<file path="config.mk">
export PLATFORM = sky130hd
export DESIGN_NAME = misc_adder_scheduler
export DESIGN_NICKNAME = d
export VERILOG_FILES = /design/src/rtl/misc_adder_scheduler.sv
export SDC_FILE = /design/constraint.sdc
export NUM_CORES = 1
export LEC_CHECK = 0
export ABC_CLOCK_PERIOD_IN_PS = 3000
export BUFFER_PORTS_ARGS = -buffer_cell sky130_fd_sc_hd__buf_4
export CAP_MARGIN = 10
export CORE_MARGIN = 2
export CORE_UTILIZATION = 50
export DETAILED_ROUTE_END_ITERATION = 6
export MAX_ROUTING_LAYER = met4
export PLACE_DENSITY = 0.75
export SETUP_SLACK_MARGIN = 0.15
export SYNTH_ARGS = -nofsm -noshare
export SYNTH_HDL_FRONTEND = slang
export SYNTH_SLANG_ARGS = --single-unit
export TNS_END_PERCENT = 20
</file>
<file path="constraint.sdc">
create_clock -name clk -period 3 [get_ports clk]
set_input_delay 0.15 -clock clk [delete_from_list [all_inputs] [get_ports clk]]
set_output_delay 0.15 -clock clk [all_outputs]
set_load 0.01 [all_outputs]
</file>
<file path="src/rtl/misc_adder_scheduler.sv">
// Two-requester round-robin adder: accepts one operand pair at a time, waits
// PIPE_LAT cycles, then presents a + b + SUM_BIAS until the consumer takes it.
module misc_adder_scheduler #(
  parameter int unsigned PIPE_LAT = 2,
  parameter int unsigned SUM_BIAS = 10
) (
  input  logic        clk,
  input  logic        rst,
  input  logic        req0_valid,
  input  logic [7:0]  req0_a,
  input  logic [7:0]  req0_b,
  output logic        req0_ready,
  input  logic        req1_valid,
  input  logic [7:0]  req1_a,
  input  logic [7:0]  req1_b,
  output logic        req1_ready,
  output logic        rsp_valid,
  input  logic        rsp_ready,
  output logic        rsp_id,
  output logic [15:0] rsp_sum,
  output logic        busy,
  output logic [7:0]  done_cnt
);

  localparam logic [1:0] S_IDLE    = 2'd0;
  localparam logic [1:0] S_COMPUTE = 2'd1;
  localparam logic [1:0] S_RESP    = 2'd2;

  localparam logic [3:0]  CNT_INIT = 4'(PIPE_LAT - 1);
  localparam logic [15:0] BIAS16   = 16'(SUM_BIAS);

  logic [1:0]  r_state;
  logic [3:0]  r_cnt;
  logic [7:0]  r_a;
  logic [7:0]  r_b;
  logic        r_id;
  logic        r_last_grant;
  logic [15:0] r_sum;
  logic [7:0]  r_done_cnt;

  logic w_idle;
  logic w_grant;
  logic w_accept;

  // Grant only matters in IDLE; a lone requester wins, a tie goes to the one not served last.
  always_comb begin
    w_idle = (r_state == S_IDLE) && !rst;
    if (req0_valid && req1_valid) w_grant = ~r_last_grant;
    else                          w_grant = req1_valid;
    w_accept = w_idle && (req0_valid || req1_valid);
  end

  assign req0_ready = w_idle && req0_valid && !w_grant;
  assign req1_ready = w_idle && req1_valid &&  w_grant;
  assign rsp_valid  = (r_state == S_RESP);
  assign busy       = (r_state != S_IDLE);
  assign rsp_id     = r_id;
  assign rsp_sum    = r_sum;
  assign done_cnt   = r_done_cnt;

  always_ff @(posedge clk) begin
    if (rst) begin
      r_state      <= S_IDLE;
      r_cnt        <= '0;
      r_a          <= '0;
      r_b          <= '0;
      r_id         <= 1'b0;
      r_last_grant <= 1'b1;
      r_sum        <= '0;
      r_done_cnt   <= '0;
    end else begin
      case (r_state)
        S_IDLE: begin
          if (w_accept) begin
            r_a          <= w_grant ? req1_a : req0_a;
            r_b          <= w_grant ? req1_b : req0_b;
            r_id         <= w_grant;
            r_last_grant <= w_grant;
            r_cnt        <= CNT_INIT;
            r_state      <= S_COMPUTE;
          end
        end
        S_COMPUTE: begin
          if (r_cnt == 4'd0) begin
            r_sum   <= {8'b0, r_a} + {8'b0, r_b} + BIAS16;
            r_state <= S_RESP;
          end else begin
            r_cnt <= r_cnt - 4'd1;
          end
        end
        S_RESP: begin
          if (rsp_ready) begin
            r_done_cnt <= r_done_cnt + 8'd1;
            r_state    <= S_IDLE;
          end
        end
        default: r_state <= S_IDLE;
      endcase
    end
  end

endmodule

</file>
# Yosys cells after proc, flatten, opt, wreduce, memory -nomap -nowiden
# Cells that the tools add are included.
[word_totals] ff_bits=48 word_cells=48
[op_classes] n_addsub=4 eq_ne=6 mux=10 bitwise=1 reduce_logical=19
[ops] cell="8-bit two-way mux" n=2
[ops] cell="9-bit by 4-bit adder with 10-bit output, second input constant" n=1
[ops] cell="8-bit by 8-bit adder with 9-bit output" n=1
[ops] cell="8-bit by 1-bit adder with 8-bit output, second input constant" n=1
[ops] cell="4-bit two-way mux" n=2
[ops] cell="4-bit one-hot mux with 2 select lines" n=1
[ops] cell="1-bit logical AND" n=7
[ops] cell="2-bit two-way mux" n=3
[ops] cell="2-bit != test, second input constant" n=3
[ops] cell="2-bit one-hot mux with 3 select lines" n=1
[ops] cell="2-bit AND reduction" n=3
[ops] cell="3-bit AND reduction" n=2
[ops] cell="4-bit zero test" n=1
[ops] cell="2-bit nonzero test" n=2
[ops] cell="4-bit by 1-bit subtractor with 4-bit output, second input constant" n=1
[ops] cell="2-bit by 1-bit equality test with 1-bit output, second input constant" n=1
[ops] cell="2-bit equality test, second input constant" n=1
[ops] cell="1-bit zero test" n=2
[ops] cell="2-bit zero test" n=1
[ops] cell="2-bit by 1-bit != test with 1-bit output, second input constant" n=1
[ops] cell="1-bit logical OR" n=1
[ops] cell="1-bit two-way mux" n=1
[ops] cell="1-bit NOT" n=1

# Logic depth before layout (Yosys ltp)
# Gate-level depths: netlist of the first run.
[logic_depth] word_depth=5 mapped_depth=10 depth_no_buf=10

# Least setup slack after synthesis of the first run
# OpenSTA, ideal clock, no wires.
[synth_timing] kind="reg2reg" start="reg r_a[1]" end="reg r_sum[7], in the netlist rsp_sum[7]" setup_time_ps=106 arrival_ps=2084 required_time_ps=2894 slack_ps=810 path_stages_with_launch=10 period_less_slack_ps=2190 cell_sequence="dfxtp_1 -> inv_1 -> ha_1 -> inv_1 -> ha_1 -> fa_1 -> a211oi_1 -> o21bai_1 -> a21o_1 -> o311ai_0"
[synth_via] elab_chain_len=2
[synth_rtl] item="from (decl)" line="34" rtl="logic [7:0] r_a;"
[synth_rtl] item="from (signal assigned)" line="75" rtl="r_a <= w_grant ? req1_a : req0_a;"
[synth_rtl] item="8-bit by 8-bit adder with 9-bit output" line="85" rtl="r_sum <= {8'b0, r_a} + {8'b0, r_b} + BIAS16;"
[synth_rtl] item="9-bit by 4-bit adder with 10-bit output" line="85"
[synth_rtl] item="to (signal assigned)" line="85"
[synth_rtl] item="to (decl)" line="38" rtl="logic [15:0] r_sum;"
# No other way between the ends.
# A chain may end at the register's enable or synchronous reset.

# Worst setup path in the final report of the first run
# Same ends and word-level chain as after synthesis.

==> impl_metrics.json, run 1 <==
{
  "placed_area_um2": 2690,
  "fp.dieW_um": 71.1,
  "pin_count": 66,
  "arrival_ns": 2.57,
  "whs_ns": 0.112,
  "cts.htree.levels": 2,
  "p_leak_nw": 1.32,
  "slowest_delay_ns": 0.43,
  "track_usage_pct": 19.4,
  "ys_dominant_reg_cell": "dfxtp_1",
  "dp_hpwl_mm": 3.31,
  "cp_max_fo": 3,
  "drive_gt1_share_pct": 28.8,
  "remaining_drc_errors": 0,
  "path_cells": "inv_1 -> ha_1 -> inv_1 -> ha_1 -> fa_1 -> a211oi_1 -> o21bai_1 -> a21o_1 -> o311ai_0",
  "ys_types": 41,
  "wl_mm": 4.46,
  "final_nets": 361,
  "final.period_utilization_pct": 79.2,
  "fmax_ghz": 0.421,
  "path_buf_inv": 2,
  "period_minus_slack_ns": 2.38,
  "cp_top_family": "adder cells",
  "grt_pass1_wl_mm": 7.60,
  "first_iter_violations": 85,
  "die-area_um2": 5060,
  "clkTransAtPathRegs_ns": 0.09,
  "p_total_mw": 1.51,
  "gp_congestion": 0.837,
  "maxCapViolCount": 0,
  "ys_top_cells_by_area": "dfxtp_1, ha_1, mux2i_1, a31o_2, nor2_1",
  "n_antenna_cell": 0,
  "netlist_area_um2": 2250,
  "hold_buffers": 0,
  "finalSetupViolCount": 0,
  "yosys.area.top_type_share_pct": 37.3,
  "antenna_found_initial": 0,
  "hp-class": "input pin to register",
  "grt_pass1_vias": 1752,
  "fin_util_pct": 64.3,
  "fin_tns_setup_ns": 0,
  "syn2layout_area_growth_pct": 24.3,
  "max_slew_margin_pct": 38.5,
  "die_y_um": 71.1,
  "vias_per_cell": 5.27,
  "endpoint_kind": "register",
  "fill_cells": 398,
  "yosys-top-cells-count": "dfxtp_1, nor2_1, nand2_1",
  "required_ns": 3.19,
  "hold_viol": 0,
  "wl_per_cell_um": 12.5,
  "root_buffer": "clkbuf_8",
  "clk_path_buf_depth": 2,
  "status": "finished, final reports clean",
  "grt.overflow.total": 0,
  "cp_slowest_cell": "fa_1",
  "yosysWarnings": 0,
  "critical_path_class": "register to register",
  "core-area_um2": 4350,
  "ir_drop_mv": 0.289,
  "power.density_nw_per_um2": 538,
  "synth-seq-area-share_pct": 37.3,
  "cts_setup_buffers": 0,
  "dp.cells": 350,
  "row_count": 24,
  "numCtsBuffers": 5,
  "drv_slew": 0,
  "fin_ws_ns": 0.623,
  "rsz0062_at_grt": "false",
  "cts.repair.resized": 0,
  "grt_max_degree": 32,
  "post-place-ws_ns": 0.638,
  "yosys.area.top_type": "dfxtp_1",
  "start_util_pct": 51.8,
  "final_area_um2": 2800,
  "synth-edff-count": 0,
  "ys_seq_elements": 42,
  "final_cells": 358,
  "port_buffers": 59,
  "worst_pin_slew_ns": 0.920,
  "crit_path_start_kind": "register",
  "avgSynthCellArea_um2": 8.94,
  "syn_inst": 252,
  "synthArstFlopShare_pct": 0,
  "first_pass_iters": 4,
  "cts_tree": "built",
  "vias": 1888,
  "synth.most_common_cell": "dfxtp_1",
  "clk_latency_ns": 0.30,
  "fin_skew_ns": 0.0114,
  "cts.sinks": 42,
  "drtAntennaViolNets": 0
}
[report_power, final]
| group | switching, mW | internal [mW] | total [mW] |
|---|---|---|---|
| clock network | 0.203 | 0.249 | 0.453 |
| registers | 0.0343 | 0.610 | 0.644 |
| logic | 0.210 | 0.200 | 0.410 |
| total | 0.447 | 1.06 | 1.51 |
[layout by cell type, fill, tap and decap left out, types with 2 or more instances in the layout]
cell type / n
a211oi_1: 5
a21o_1: 3
a21oi_1: 11
a31o_2: 16
a31oi_1: 3
and2_1: 4
and3_1: 2
buf_4: 60
clkbuf_8: 5
conb_1: 6
dfxtp_1: 42
ha_1: 18
inv_1: 12
mux2i_1: 17
nand2_1: 21
nand2b_1: 2
nand3_1: 4
nand4_1: 3
nor2_1: 31
nor3_1: 4
o211ai_1: 3
o21a_1: 2
o21ai_0: 2
xnor2_1: 4
xor2_1: 8
[worst paths after layout]
check	endpoint	startpoint	depth (start not counted)	slack (ns)
worst max-delay path	rsp_sum[7]	r_a[1]	9	0.62
worst min-delay path	r_state[1]	rsp_ready	3	0.11
worst max register to register	rsp_sum[7]	r_a[1]	9	0.62
worst min register to register	rsp_sum[5]	rsp_sum[5]	2	0.46
[worst min-delay path: cells and delay by family]
kind            cells  cell delay [ns]
simple gates        1             0.09
compound gates      1             0.06
buf+inv             1             0.08
[logic make-up after synthesis]
kind of cell,after synthesis,share of synthesized area (%)
buffers and inverters,31,6.61
and+or+nand+nor,79,16.5
muxes,17,7.55
AOI/OAI and AO/OA,51,16.3
adders and majority gates,19,10.9
DFF,42,37.3
xor gates and xnor gates,12,4.66
other,1,0.166
[area by class of cell]
cell class | instances | area [um^2] | share of cell area, %
multi-input combinational | 184 | 1290 | 45.9
sequential | 42 | 841 | 30.0
timing repair buffer | 60 | 450 | 16.1
clock buffer | 5 | 68.8 | 2.46
tap | 52 | 65.1 | 2.32
inverter | 12 | 45.0 | 1.61
clock inverter | 3 | 43.8 | 1.56
[flip-flops by register name, indices dropped and copies added (netlist names)]
| signal | count |
|---|---|
| r_b | 8 |
| r_last_grant | 1 |
| rsp_sum | 10 |
| rsp_id | 1 |
| done_cnt | 8 |
| r_a | 8 |
| r_state | 2 |
| r_cnt | 4 |
[per-layer routing]
metal,vias up,GRT usage [%],wire length (um)
li1,974,-,-
met1,858,23.8,2110
met2,51,30.4,2050
met3,5,4.70,237
met4,0,7.97,60
met5,-,-,0
Note: power is estimated with default switching activity, not from simulation.
==> run 2: changes to the inputs <==
--- a/config.mk
+++ b/config.mk
@@ -5,14 +5,15 @@
 export SDC_FILE = /design/constraint.sdc
 export NUM_CORES = 1
 export LEC_CHECK = 0
-export ABC_CLOCK_PERIOD_IN_PS = 3000
+export ABC_AREA = 1
+export ABC_CLOCK_PERIOD_IN_PS = 2400
 export BUFFER_PORTS_ARGS = -buffer_cell sky130_fd_sc_hd__buf_4
 export CAP_MARGIN = 10
 export CORE_MARGIN = 2
 export CORE_UTILIZATION = 50
 export DETAILED_ROUTE_END_ITERATION = 6
 export MAX_ROUTING_LAYER = met4
-export PLACE_DENSITY = 0.75
+export PLACE_DENSITY = 0.74
 export SETUP_SLACK_MARGIN = 0.15
 export SYNTH_ARGS = -nofsm -noshare
 export SYNTH_HDL_FRONTEND = slang
==> constraint.sdc (replaced) <==
create_clock -name clk -period 2.4 [get_ports clk]
set_input_delay 0.12 -clock clk [delete_from_list [all_inputs] [get_ports clk]]
set_output_delay 0.12 -clock clk [all_outputs]
set_load 0.01 [all_outputs]
==> run 2 against run 1 <==
Against the previous run: design area up 5.9%; sequential power up 25%; combinational power up 32%; clock skew down 0.0073 ns; critical endpoint is now rsp_sum[5]; highest routed layer unchanged.
==> impl_metrics.json, run 2 <==
{
  "ys_types": 31,
  "core-area_um2": 4690,
  "fin_skew_ns": 0.00411,
  "final_cells": 465,
  "power.density_nw_per_um2": 616,
  "syn_inst": 350,
  "clkTransAtPathRegs_ns": 0.08,
  "n_antenna_cell": 0,
  "p_int_mw": 1.23,
  "die_y_um": 73.5,
  "synth-edff-count": 0,
  "switching_share_pct": 32.9,
  "yosys.area.top_type": "dfxtp_1",
  "p_leak_nw": 1.54,
  "die-area_um2": 5410,
  "port_buffers": 59,
  "first_iter_violations": 99,
  "multiInputGateArea_um2": 1300,
  "clk_path_buf_depth": 2,
  "final.period_utilization_pct": 81.1,
  "dp.cells": 457,
  "vias": 2242,
  "track_usage_pct": 20.4,
  "synth.most_common_cell": "nand2_1",
  "ys_dominant_reg_cell": "dfxtp_1",
  "arrival_ns": 2.15,
  "root_buffer": "clkbuf_8",
  "netlist_area_um2": 2420,
  "whs_ns": 0.0919,
  "numCtsBuffers": 5,
  "grt.overflow.total": 0,
  "first_pass_iters": 4,
  "pin_count": 66,
  "synth-seq-area-share_pct": 34.8,
  "largest_reg_flops": 10,
  "ir_drop_mv": 0.256,
  "timing.reg2reg.setup_slack_ns": 0.45,
  "synthArstFlopShare_pct": 0,
  "ys_top_cells_by_area": "dfxtp_1, nand2_1, ha_1, nor2_1, inv_1",
  "remaining_drc_errors": 0,
  "fin_ws_ns": 0.453,
  "layout_commonest_cell": "nand2_1",
  "gp_congestion": 0.845,
  "grt_pass1_wl_mm": 8.44,
  "maxCapViolCount": 0,
  "critPathCapture": "rsp_sum[5]",
  "drv_slew": 0,
  "rsz0062_at_grt": "false",
  "status": "finished, final reports clean",
  "critical_path_class": "register to register",
  "yosys-top-cells-count": "nand2_1, nor2_1, inv_1",
  "start_util_pct": 51.5,
  "cts.sinks": 42,
  "dp_hpwl_mm": 3.77,
  "fill_cells": 447,
  "grt_max_degree": 19,
  "reg2reg_to": "rsp_sum[5]",
  "final-seq-area_um2": 841,
  "clk_latency_ns": 0.29,
  "wl_mm": 4.99,
  "drive_gt1_share_pct": 20.0,
  "final_nets": 466,
  "vias_per_cell": 4.82,
  "p_seq_share_pct": 44.1,
  "fmax_ghz": 0.514,
  "fin_tns_setup_ns": 0,
  "grt_pass1_vias": 1934,
  "row_count": 25,
  "pwr-share-clk_pct": 26.2,
  "final_area_um2": 2970,
  "cts.htree.levels": 2,
  "p_total_mw": 1.83,
  "fin_util_pct": 63.2,
  "post-place-ws_ns": 0.462,
  "p_comb_share_pct": 29.7,
  "drtAntennaViolNets": 0,
  "period_minus_slack_ns": 1.95,
  "hp-class": "input pin to register",
  "wl_per_cell_um": 10.7,
  "yosysWarnings": 0,
  "required_ns": 2.60,
  "final_cell_mix": "nand2_1, buf_4, nor2_1, inv_1, dfxtp_1",
  "placed_area_um2": 2870,
  "finalSetupViolCount": 0,
  "antenna_found_initial": 0,
  "cts_tree": "built",
  "crit_start": "r_a[1]",
  "rr_worst_depth": 12,
  "p_sw_mw": 0.602,
  "cts.repair.resized": 0,
  "cp_max_fo": 3,
  "crit_path_start_kind": "register",
  "syn2layout_area_growth_pct": 22.7,
  "fp.dieW_um": 73.5,
  "endpoint_kind": "register",
  "ys_seq_elements": 42,
  "avgSynthCellArea_um2": 6.91,
  "yosys.area.top_type_share_pct": 34.8,
  "cts_setup_buffers": 0,
  "hold_buffers": 0,
  "hold_viol": 0,
  "timing.rr.start": "r_a[1]"
}
[run 2: cell types whose count changed after synthesis, sizes merged, moves of 4 or more]
cell,before,now
o31ai,0,15
o21ai,3,12
a211oi,5,0
inv,12,53
a31o,16,0
mux2i,17,0
nand2,21,87
xor2,8,2
clkbuf,9,2
nand3,4,16
and2,4,0
nor2,31,64
[run 2: layer usage]
layer / part of all wire [%] / wire length, um / global-route usage [%] / up-vias
li1: - / - / - / 1214
met1: 53 / 2620 / 27.6 / 951
met2: 41 / 2030 / 30.7 / 70
met3: 5.4 / 268 / 4.12 / 7
met4: 1.4 / 68 / 6.67 / 0
met5: 0 / 0 / - / -
[run 2: logic make-up (layout without fill, tap and decap cells)]
kind of cell,count (synthesis),after routing,share of synthesized area [%]
AO/OA/AOI/OAI,41,41,10.2
AND/OR/NAND/NOR,177,177,31.5
buffers and inverters,67,123,12.1
XOR/XNOR,3,3,1.09
adder cells (fa/ha/maj),19,19,10.1
flip-flops,42,42,34.8
other,1,6,0.155
[run 2: cell type report]
class                           count  area share, %
Clock inverter                      2          0.422
Clock buffer                        6           2.78
Inverter                           54           6.83
Tap cell                           54           2.28
Sequential cell                    42           28.3
Multi-Input combinational cell    246           43.9
Timing Repair Buffer               61           15.4
[run 2: how the worst min path moves through the flow]
| stage | startpoint | to | slack [ns] | cells after the start |
|---|---|---|---|---|
| after global placement | rsp_ready | r_state[1] | 0.40 | 4 |
| after global routing | rsp_ready | r_state[1] | 0.09 | 4 |
| final | rsp_ready | r_state[1] | 0.09 | 4 |
| after CTS | rsp_ready | r_state[1] | 0.08 | 4 |
| after detailed placement | rsp_ready | r_state[1] | 0.40 | 4 |
| after floorplan | rst | rsp_sum[5] | 0.27 | 3 |
[run 2: worst max-delay path: stages, from the launching register on]
cell,delay (ns)
dfxtp_1,0.34
inv_1,0.05
ha_1,0.26
inv_1,0.04
ha_1,0.22
fa_1,0.41
nand2_1,0.08
nand2_1,0.09
nand2_1,0.08
xor2_1,0.14
nand2_1,0.06
nand2_1,0.06
inv_1,0.03
[run 2: power by group through the flow]
stage	sequential, mW	clock [mW]	combinational [mW]
floorplan	0.822	0	0.384
global placement	0.820	0	0.533
detailed placement	0.822	0	0.539
CTS	0.806	0.498	0.544
global route	0.815	0.521	0.624
finish	0.806	0.479	0.542
